==> src/rtl/hazard_sequencer_if.sv <==
// Control bundle between the 5-stage datapath and the hazard sequencer.
// The datapath (master) presents hazard status; the sequencer (slave)
// returns the per-stage enable/flush controls and status readouts.
interface hazard_sequencer_if #(
    parameter int CNT_W = 16
);
    logic             ihit;
    logic             dhit;
    logic             mem_dREN;
    logic             mem_dWEN;
    logic             mem_halt;
    logic [4:0]       id_rs;
    logic [4:0]       id_rt;
    logic             id_uses_rt;
    logic             ex_dREN;
    logic [4:0]       ex_rt;
    logic             ex_redirect;

    logic             pc_en;
    logic             ifid_en;
    logic             ifid_flush;
    logic             idex_en;
    logic             idex_flush;
    logic             exmem_en;
    logic             memwb_en;
    logic             halted;
    logic [CNT_W-1:0] stall_cnt;

    modport master (
        output ihit, dhit, mem_dREN, mem_dWEN, mem_halt,
               id_rs, id_rt, id_uses_rt, ex_dREN, ex_rt, ex_redirect,
        input  pc_en, ifid_en, ifid_flush, idex_en, idex_flush,
               exmem_en, memwb_en, halted, stall_cnt
    );

    modport slave (
        input  ihit, dhit, mem_dREN, mem_dWEN, mem_halt,
               id_rs, id_rt, id_uses_rt, ex_dREN, ex_rt, ex_redirect,
        output pc_en, ifid_en, ifid_flush, idex_en, idex_flush,
               exmem_en, memwb_en, halted, stall_cnt
    );
endinterface

==> src/rtl/hazard_sequencer.sv <==
// Central pipeline controller: per-cycle enable/flush generation for the
// PC and the four pipeline registers, halt drain sequencing, and a
// saturating stall-cycle counter for performance readout.
module hazard_sequencer #(
    parameter int DRAIN_CYCLES = 2,
    parameter int CNT_W        = 16
) (
    input  logic               CLK,
    input  logic               RST,
    hazard_sequencer_if.slave  hz
);

    typedef enum logic [1:0] {
        INIT   = 2'd0,
        RUN    = 2'd1,
        DRAIN  = 2'd2,
        HALTED = 2'd3
    } state_t;

    localparam logic [2:0] DRAIN_LAST = 3'(DRAIN_CYCLES - 1);

    state_t           state_reg, state_next;
    logic [2:0]       drain_cnt_reg, drain_cnt_next;
    logic [CNT_W-1:0] stall_cnt_reg;

    logic dmem_wait;
    logic load_use;
    logic pc_en, ifid_en, ifid_flush, idex_en, idex_flush, exmem_en, memwb_en;
    logic halted;

    // A pending data access freezes the whole pipe; a load whose result is
    // needed by the instruction in ID (rt only when it is really a source)
    // forces one bubble. Register 0 never carries a real dependency.
    assign dmem_wait = (hz.mem_dREN | hz.mem_dWEN) & ~hz.dhit;
    assign load_use  = hz.ex_dREN && (hz.ex_rt != 5'd0) &&
                       ((hz.ex_rt == hz.id_rs) ||
                        (hz.id_uses_rt && (hz.ex_rt == hz.id_rt)));

    // State, drain counter and stall counter registers.
    always_ff @(posedge CLK or posedge RST) begin
        if (RST) begin
            state_reg     <= INIT;
            drain_cnt_reg <= 3'd0;
            stall_cnt_reg <= '0;
        end else begin
            state_reg     <= state_next;
            drain_cnt_reg <= drain_cnt_next;
            if (state_reg == RUN && !pc_en && stall_cnt_reg != '1)
                stall_cnt_reg <= stall_cnt_reg + 1'b1;
        end
    end

    // Next-state and control outputs; priority in RUN is
    // dmem wait > redirect > load-use > ifetch miss > normal flow.
    always_comb begin
        state_next     = state_reg;
        drain_cnt_next = drain_cnt_reg;
        pc_en          = 1'b0;
        ifid_en        = 1'b0;
        ifid_flush     = 1'b0;
        idex_en        = 1'b0;
        idex_flush     = 1'b0;
        exmem_en       = 1'b0;
        memwb_en       = 1'b0;
        halted         = 1'b0;

        case (state_reg)
            INIT: begin
                ifid_flush = 1'b1;
                idex_flush = 1'b1;
                state_next = RUN;
            end

            RUN: begin
                if (dmem_wait) begin
                    // everything frozen; pending redirect/hazard is held
                end else if (hz.ex_redirect) begin
                    pc_en      = 1'b1;
                    ifid_en    = 1'b1;
                    ifid_flush = 1'b1;
                    idex_en    = 1'b1;
                    idex_flush = 1'b1;
                    exmem_en   = 1'b1;
                    memwb_en   = 1'b1;
                end else if (load_use) begin
                    idex_en    = 1'b1;
                    idex_flush = 1'b1;
                    exmem_en   = 1'b1;
                    memwb_en   = 1'b1;
                end else if (!hz.ihit) begin
                    ifid_en    = 1'b1;
                    ifid_flush = 1'b1;
                    idex_en    = 1'b1;
                    exmem_en   = 1'b1;
                    memwb_en   = 1'b1;
                end else begin
                    pc_en      = 1'b1;
                    ifid_en    = 1'b1;
                    idex_en    = 1'b1;
                    exmem_en   = 1'b1;
                    memwb_en   = 1'b1;
                end

                // HALT moves into MEM/WB this cycle unless the pipe is frozen
                if (hz.mem_halt && !dmem_wait) begin
                    state_next     = DRAIN;
                    drain_cnt_next = 3'd0;
                end
            end

            DRAIN: begin
                ifid_en    = 1'b1;
                ifid_flush = 1'b1;
                idex_en    = 1'b1;
                idex_flush = 1'b1;
                memwb_en   = 1'b1;
                if (drain_cnt_reg == DRAIN_LAST) begin
                    state_next     = HALTED;
                    drain_cnt_next = 3'd0;
                end else begin
                    drain_cnt_next = drain_cnt_reg + 3'd1;
                end
            end

            HALTED: begin
                halted = 1'b1;
            end

            default: begin
                state_next = INIT;
            end
        endcase
    end

    assign hz.pc_en      = pc_en;
    assign hz.ifid_en    = ifid_en;
    assign hz.ifid_flush = ifid_flush;
    assign hz.idex_en    = idex_en;
    assign hz.idex_flush = idex_flush;
    assign hz.exmem_en   = exmem_en;
    assign hz.memwb_en   = memwb_en;
    assign hz.halted     = halted;
    assign hz.stall_cnt  = stall_cnt_reg;

endmodule

==> src/flat_wrapper.sv <==
// flat-port wrapper written by rule: the top's interface ports become plain ports
module hazard_sequencer_flat 
#(
    parameter int DRAIN_CYCLES = 2,
    parameter int CNT_W        = 16
)
  (CLK, RST, hz_ihit, hz_dhit, hz_mem_dREN, hz_mem_dWEN, hz_mem_halt, hz_id_rs, hz_id_rt, hz_id_uses_rt, hz_ex_dREN, hz_ex_rt, hz_ex_redirect, hz_pc_en, hz_ifid_en, hz_ifid_flush, hz_idex_en, hz_idex_flush, hz_exmem_en, hz_memwb_en, hz_halted, hz_stall_cnt);
  hazard_sequencer_if #(.CNT_W(CNT_W)) hz_i ();
  input  logic CLK;
  input  logic RST;
  input wire logic [$bits(hz_i.ihit)-1:0] hz_ihit;
  input wire logic [$bits(hz_i.dhit)-1:0] hz_dhit;
  input wire logic [$bits(hz_i.mem_dREN)-1:0] hz_mem_dREN;
  input wire logic [$bits(hz_i.mem_dWEN)-1:0] hz_mem_dWEN;
  input wire logic [$bits(hz_i.mem_halt)-1:0] hz_mem_halt;
  input wire logic [$bits(hz_i.id_rs)-1:0] hz_id_rs;
  input wire logic [$bits(hz_i.id_rt)-1:0] hz_id_rt;
  input wire logic [$bits(hz_i.id_uses_rt)-1:0] hz_id_uses_rt;
  input wire logic [$bits(hz_i.ex_dREN)-1:0] hz_ex_dREN;
  input wire logic [$bits(hz_i.ex_rt)-1:0] hz_ex_rt;
  input wire logic [$bits(hz_i.ex_redirect)-1:0] hz_ex_redirect;
  output wire logic [$bits(hz_i.pc_en)-1:0] hz_pc_en;
  output wire logic [$bits(hz_i.ifid_en)-1:0] hz_ifid_en;
  output wire logic [$bits(hz_i.ifid_flush)-1:0] hz_ifid_flush;
  output wire logic [$bits(hz_i.idex_en)-1:0] hz_idex_en;
  output wire logic [$bits(hz_i.idex_flush)-1:0] hz_idex_flush;
  output wire logic [$bits(hz_i.exmem_en)-1:0] hz_exmem_en;
  output wire logic [$bits(hz_i.memwb_en)-1:0] hz_memwb_en;
  output wire logic [$bits(hz_i.halted)-1:0] hz_halted;
  output wire logic [$bits(hz_i.stall_cnt)-1:0] hz_stall_cnt;
  assign hz_i.ihit = hz_ihit;
  assign hz_i.dhit = hz_dhit;
  assign hz_i.mem_dREN = hz_mem_dREN;
  assign hz_i.mem_dWEN = hz_mem_dWEN;
  assign hz_i.mem_halt = hz_mem_halt;
  assign hz_i.id_rs = hz_id_rs;
  assign hz_i.id_rt = hz_id_rt;
  assign hz_i.id_uses_rt = hz_id_uses_rt;
  assign hz_i.ex_dREN = hz_ex_dREN;
  assign hz_i.ex_rt = hz_ex_rt;
  assign hz_i.ex_redirect = hz_ex_redirect;
  assign hz_pc_en = hz_i.pc_en;
  assign hz_ifid_en = hz_i.ifid_en;
  assign hz_ifid_flush = hz_i.ifid_flush;
  assign hz_idex_en = hz_i.idex_en;
  assign hz_idex_flush = hz_i.idex_flush;
  assign hz_exmem_en = hz_i.exmem_en;
  assign hz_memwb_en = hz_i.memwb_en;
  assign hz_halted = hz_i.halted;
  assign hz_stall_cnt = hz_i.stall_cnt;
  hazard_sequencer #(.DRAIN_CYCLES(DRAIN_CYCLES), .CNT_W(CNT_W)) u_core (.CLK(CLK), .RST(RST), .hz(hz_i));
endmodule
==> config.mk <==
export PLATFORM = sky130hd
export DESIGN_NAME = hazard_sequencer_flat
export DESIGN_NICKNAME = d
export VERILOG_FILES = /design/src/rtl/hazard_sequencer_if.sv /design/src/rtl/hazard_sequencer.sv /design/src/flat_wrapper.sv
export SDC_FILE = /design/constraint.sdc
export NUM_CORES = 1
export LEC_CHECK = 0
export CAP_MARGIN = 20
export CORE_AREA = 10 10 69 65
export CTS_BUF_LIST = sky130_fd_sc_hd__clkbuf_2 sky130_fd_sc_hd__clkbuf_4 sky130_fd_sc_hd__clkbuf_8
export CTS_CLUSTER_DIAMETER = 40
export DETAILED_ROUTE_END_ITERATION = 10
export DIE_AREA = 0 0 79 75
export GPL_TIMING_DRIVEN = 0
export PLACE_DENSITY = 0.78
export SLEW_MARGIN = 20
export SYNTH_ARGS = -nofsm -noshare
export SYNTH_HDL_FRONTEND = slang
export SYNTH_SLANG_ARGS = --single-unit
==> constraint.sdc <==
create_clock -name CLK -period 2.13 [get_ports CLK]
set_input_delay 0.213 -clock CLK [delete_from_list [all_inputs] [get_ports CLK]]
set_output_delay 0.213 -clock CLK [all_outputs]
set_load 0.01 [all_outputs]
## Word level (Yosys, flattened, before mapping)

Cells that the tools add are included.
W data, S select, Z words.

- Register bits: 21
- Word-level logic and storage cells: 61

- Add/subtract/negate cells: 2
- Equal/unequal tests: 9
- Multiplexer cells: 28
- Bitwise operators: 3
- Reductions and logical operators: 16

Operator list:

| cell | count |
|---|---|
| $mux W1 | 18 |
| $add A16 B1 Y16 const B | 1 |
| $ne A16 B16 Y1 const B | 1 |
| $eq A5 B5 Y1 | 2 |
| $pmux W1 S2 | 4 |
| $logic_and A1 B1 Y1 | 6 |
| $mux W3 | 2 |
| $pmux W2 S3 | 1 |
| $pmux W3 S2 | 1 |
| $reduce_bool A5 Y1 | 1 |
| $eq A2 B2 Y1 const B | 2 |
| $mux W2 | 2 |
| $add A3 B1 Y3 const B | 1 |
| $eq A3 B1 Y1 const B | 1 |
| $reduce_and A3 Y1 | 1 |
| $reduce_bool A3 Y1 | 1 |
| $eq A2 B1 Y1 const B | 1 |
| $logic_not A1 Y1 | 2 |
| $logic_not A2 Y1 | 1 |
| $ne A2 B1 Y1 const B | 1 |
| $ne A2 B2 Y1 const B | 1 |
| $reduce_and A2 Y1 | 1 |
| $reduce_bool A2 Y1 | 1 |
| $reduce_or A2 Y1 | 1 |
| 4 further kinds | 4 |

## Logic depth before layout (Yosys ltp)

- Depth after elaboration: 11
- Depth in mapped cells: 8
- Mapped depth without buffers: 7

## Least setup slack after synthesis

OpenSTA, ideal clock, no wires.

- Kind: register to register
- Start: reg u_core.stall_cnt_reg[0], in the netlist u_core.hz.stall_cnt[0]
- End: reg u_core.stall_cnt_reg[1], in the netlist u_core.hz.stall_cnt[1]
- Arrival: 1885 ps
- Data required time: 2005 ps
- Path slack: 120 ps
- Cell stages (with the launch flop): 8
- Buffers on the path: 1
- Cell sequence: dfrtp_1 ha_1 inv_1 nor3_1 a31oi_1 a31oi_4 buf_6 mux2_4

- Cells in the longest elaborated chain, start to end: 2
- Elaborated cells on any way between the ends: 3
- Classes of those cells: add/sub: 1; eq/ne: 1; reduce/logical: 1

RTL lines:

| item | line | RTL |
|---|---|---|
| start, declared | hazard_sequencer.sv:24 | `logic [CNT_W-1:0] stall_cnt_reg;` |
| start signal, assigned | hazard_sequencer.sv:49 | `stall_cnt_reg <= stall_cnt_reg + 1'b1;` |
| parallel branches: the longest is 2 deep, another holds $add A16 B1 Y16 | -- |  |

Parallel ways; which one is timed is not known.
A chain may end at the register's enable or synchronous reset.

## Worst setup path after layout

- Start: in hz_ex_rt[0]
- End: out hz_idex_flush

- Cells in the longest elaborated chain, start to end: 8
- Elaborated cells on any way between the ends: 11
- Classes of those cells: eq/ne: 2; mux: 4; reduce/logical: 5

RTL lines:

| item | line | RTL |
|---|---|---|
| start, declared | flat_wrapper.sv:20 | `input wire logic [$bits(hz_i.ex_rt)-1:0] hz_ex_rt;` |
| $eq A5 B5 Y1 | hazard_sequencer.sv:37 | `(hz.id_uses_rt && (hz.ex_rt == hz.id_rt)));` |
| $logic_and A1 B1 Y1 | hazard_sequencer.sv:37 |  |
| $logic_or A1 B1 Y1 | hazard_sequencer.sv:36 | `((hz.ex_rt == hz.id_rs) \|\|` |
| $logic_and A1 B1 Y1 * | hazard_sequencer.sv:35 | `assign load_use = hz.ex_dREN && (hz.ex_rt != 5'd0) &&` |
| $mux W1 * | hazard_sequencer.sv:85 | `end else if (load_use) begin` |
| $mux W1 * | hazard_sequencer.sv:77 | `end else if (hz.ex_redirect) begin` |
| $mux W1 * | hazard_sequencer.sv:75 | `if (dmem_wait) begin` |
| $pmux W1 S2 * | hazard_sequencer.sv:67 | `case (state_reg)` |
| end, declared | flat_wrapper.sv:26 | `output wire logic [$bits(hz_i.idex_flush)-1:0] hz_idex_flush;` |

Every way passes the cells marked *; elsewhere a longest branch is shown, timed or not.

==> results.cfg <==
[synth]
synth_commonest_cells = dfrtp_1, nand2_1, xnor2_1
synthMuxAreaShare_pct = 1.95
ys.flop_type = dfrtp_1
synth-seq-cells = 21
synth_cell_types = 35
synthXorXnorAreaFrac_pct = 16.2
synth_top_family_by_area = simple AND/OR/NAND/NOR gates
synth_compound_area_share_pct = 11.5
synth_area_per_cell_um2 = 9.17
synth-edff-count = 0
synthSimpleGateAreaFrac_pct = 21.3
syn_area_um2 = 1350
syn_inst = 147
ys_seq_area_share_pct = 39.0
async_flop_share_pct = 100
yosys.area.top_type = dfrtp_1
synth-adder-area-share_pct = 5.57
yosysWarnings = 0
synth_fp_nets = 178
synth_area_leaders = dfrtp_1, xnor2_1, xor2_1
yosys.area.top_type_share_pct = 39.0

[critical_path]
cp.required_ps = 1920
critPathLaunchType = primary input
critical_path.endpoint_type = primary output
critPathMaxFanout = 3
crit_arrival_ps = 1870
path_class = primary input to primary output

[global_routing]
grt_pass1_vias = 1346
gr-total-overflow = 0
grt_usage_pct = 12.2
antenna_found_initial = 0
grt_max_degree = 22
grt_pass1_wl_um = 5980

[drt]
ant_nets = 0
drc_errors = 0
via_per_inst = 5.13
drt_wl_total_um = 3600
vias = 1267
drt_iter0_drc = 41
wl_per_cell_um = 14.6
first_pass_iters = 4

[sta]
final_hold_viol_count = 0
fin_tns_setup_ps = 0
setup_viol = 0
max_freq_mhz = 479
finalCritPeriodShare_pct = 98.0
relSlewSlack_pct = 47.7
rsz0062_at_grt = true
finalClockSkew_ps = 0.999
slew_viol_final = 0
worst_pin_slew_ps = 784
post-route-min-period_ps = 2090

[power_and_ir_drop]
power.internal_w = 0.00107
power.total_w = 0.00177
seqPwrFrac_pct = 32.0
power_frac_comb_pct = 56.9
sw_frac_of_total_pct = 39.5
switching_power_w = 0.000698
power.density_nw_per_um2 = 889
p_leak_nw = 0.907
clkPwrFrac_pct = 11.2
peakVddDrop_mv = 0.808

[cells_and_area]
synthToLayoutAreaGrowth_pct = 47.6
nNetsFinal = 237
drive_gt1_share_pct = 15.6
fin_cells = 247
n_antenna_cell = 0
stdcell_area_um2 = 1990
fin_util_pct = 65.4
nFillCells = 279
largest_reg_flops = 16

[clock_network]
clock_latency_ps = 310
cts_buffers = 3
cts.htree.levels = 1
hold_buffers = 0
cts_buffer_depth = 2
cts_tree = done
clockRootBuffer = clkbuf_4
clkTransAtPathRegs_ps = 120
cts.sinks = 21

[place]
io_buffers = 48
placed_area_um2 = 1880
gp_congestion = 0.807
hpwl_um = 2820
dp.cells = 237

[die]
die_w_um = 79
row_count = 19
floorplan.initialDensity_pct = 44.3
pin_count = 49
die_area_um2 = 5930
core_um2 = 3040
die_h_um = 75

[status]
outcome = finished clean

[job]
drv_cap = 0

[min_path]
min_path_type = primary input to async pin
==> cell type report <==
class	instances	area, µm²	share of cell area [%]
repair buffers	55	515	25.9
inverters	10	37.5	1.89
plain buffers	2	18.8	0.943
well taps	42	52.6	2.64
clock inverters	1	5.00	0.252
clock buffers	3	22.5	1.13
multi-input cells	113	811	40.8
flip-flops and latches	21	527	26.5
==> critical path: stages <==
cell and delay [ps]:
dlygate4sd2_1 280, or4_1 540, o21a_1 240, a21oi_1 140, o21ai_0 80, nor2b_2 150, clkdlybuf4s15_2 220
==> per-stage QoR <==
stage,hold WS (ps),setup WS [ps]
finish,328,42.4
global route,401,-90.4
CTS,369,17.3
detailed placement,485,-587
global placement,479,-548
floorplan,190,120
==> repair_timing <==
item / 4_1_cts / 5_1_grt
setup endpoints to repair: 15 / 6
buffers inserted: 4 / 2
pin swaps: 3 / 2
cloned: 0 / 1
gates resized for setup: 23 / 8
==> routing by layer <==
metal,global-route usage [%],routed length [µm],share of wire (%),up-vias
met4,3.78,85,2.4,0
met1,13.5,1510,42,583
met5,0,0,0,-
met2,19.0,1530,42,57
li1,-,-,-,618
met3,7.86,469,13,9
==> power groups by stage <==
stage	combinational [W]	sequential, W	clock [W]
4_1_cts	0.000993	0.000565	0.000198
3_3_place_gp	0.000939	0.000567	0
3_5_place_dp	0.000961	0.000574	0
5_1_grt	0.00112	0.000581	0.000218
2_1_floorplan	0.000519	0.000577	0
6_report	0.00101	0.000566	0.000198
==> path summary, 6_finish.rpt <==
| path | from | to | slack, ps | depth (start not counted) |
|---|---|---|---|---|
| max reg2reg | u_core.hz.stall_cnt[0] | u_core.hz.stall_cnt[1] | 180 | 7 |
| min reg2reg | u_core.hz.stall_cnt[9] | u_core.hz.stall_cnt[9] | 500 | 1 |
| min in group CLK | u_core.hz.stall_cnt[9] | u_core.hz.stall_cnt[9] | 500 | 1 |
| min | RST | u_core.drain_cnt_reg[2] | 330 | 2 |
| max | hz_ex_rt[0] | hz_idex_flush | 40 | 7 |
| max in group asynchronous | RST | u_core.state_reg[0] | 1270 | 2 |
==> cell usage in the layout, fill, tap and decap left out, types with 7 or more instances in the layout <==
| master | n |
|---|---|
| nand3_1 | 9 |
| dfrtp_1 | 20 |
| nor2_1 | 8 |
| buf_4 | 7 |
| xor2_1 | 11 |
| inv_1 | 9 |
| nand2_1 | 21 |
| xnor2_1 | 14 |
| clkdlybuf4s50_1 | 37 |
==> kinds of logic after synthesis <==
logic type	after synthesis
multiplexers	2
adder cells (fa/ha/maj)	6
flip-flops	21
AND/OR/NAND/NOR	58
XOR/XNOR	25
buffers and inverters	13
AO/OA/AOI/OAI	22
(Power assumes the default switching activity.)
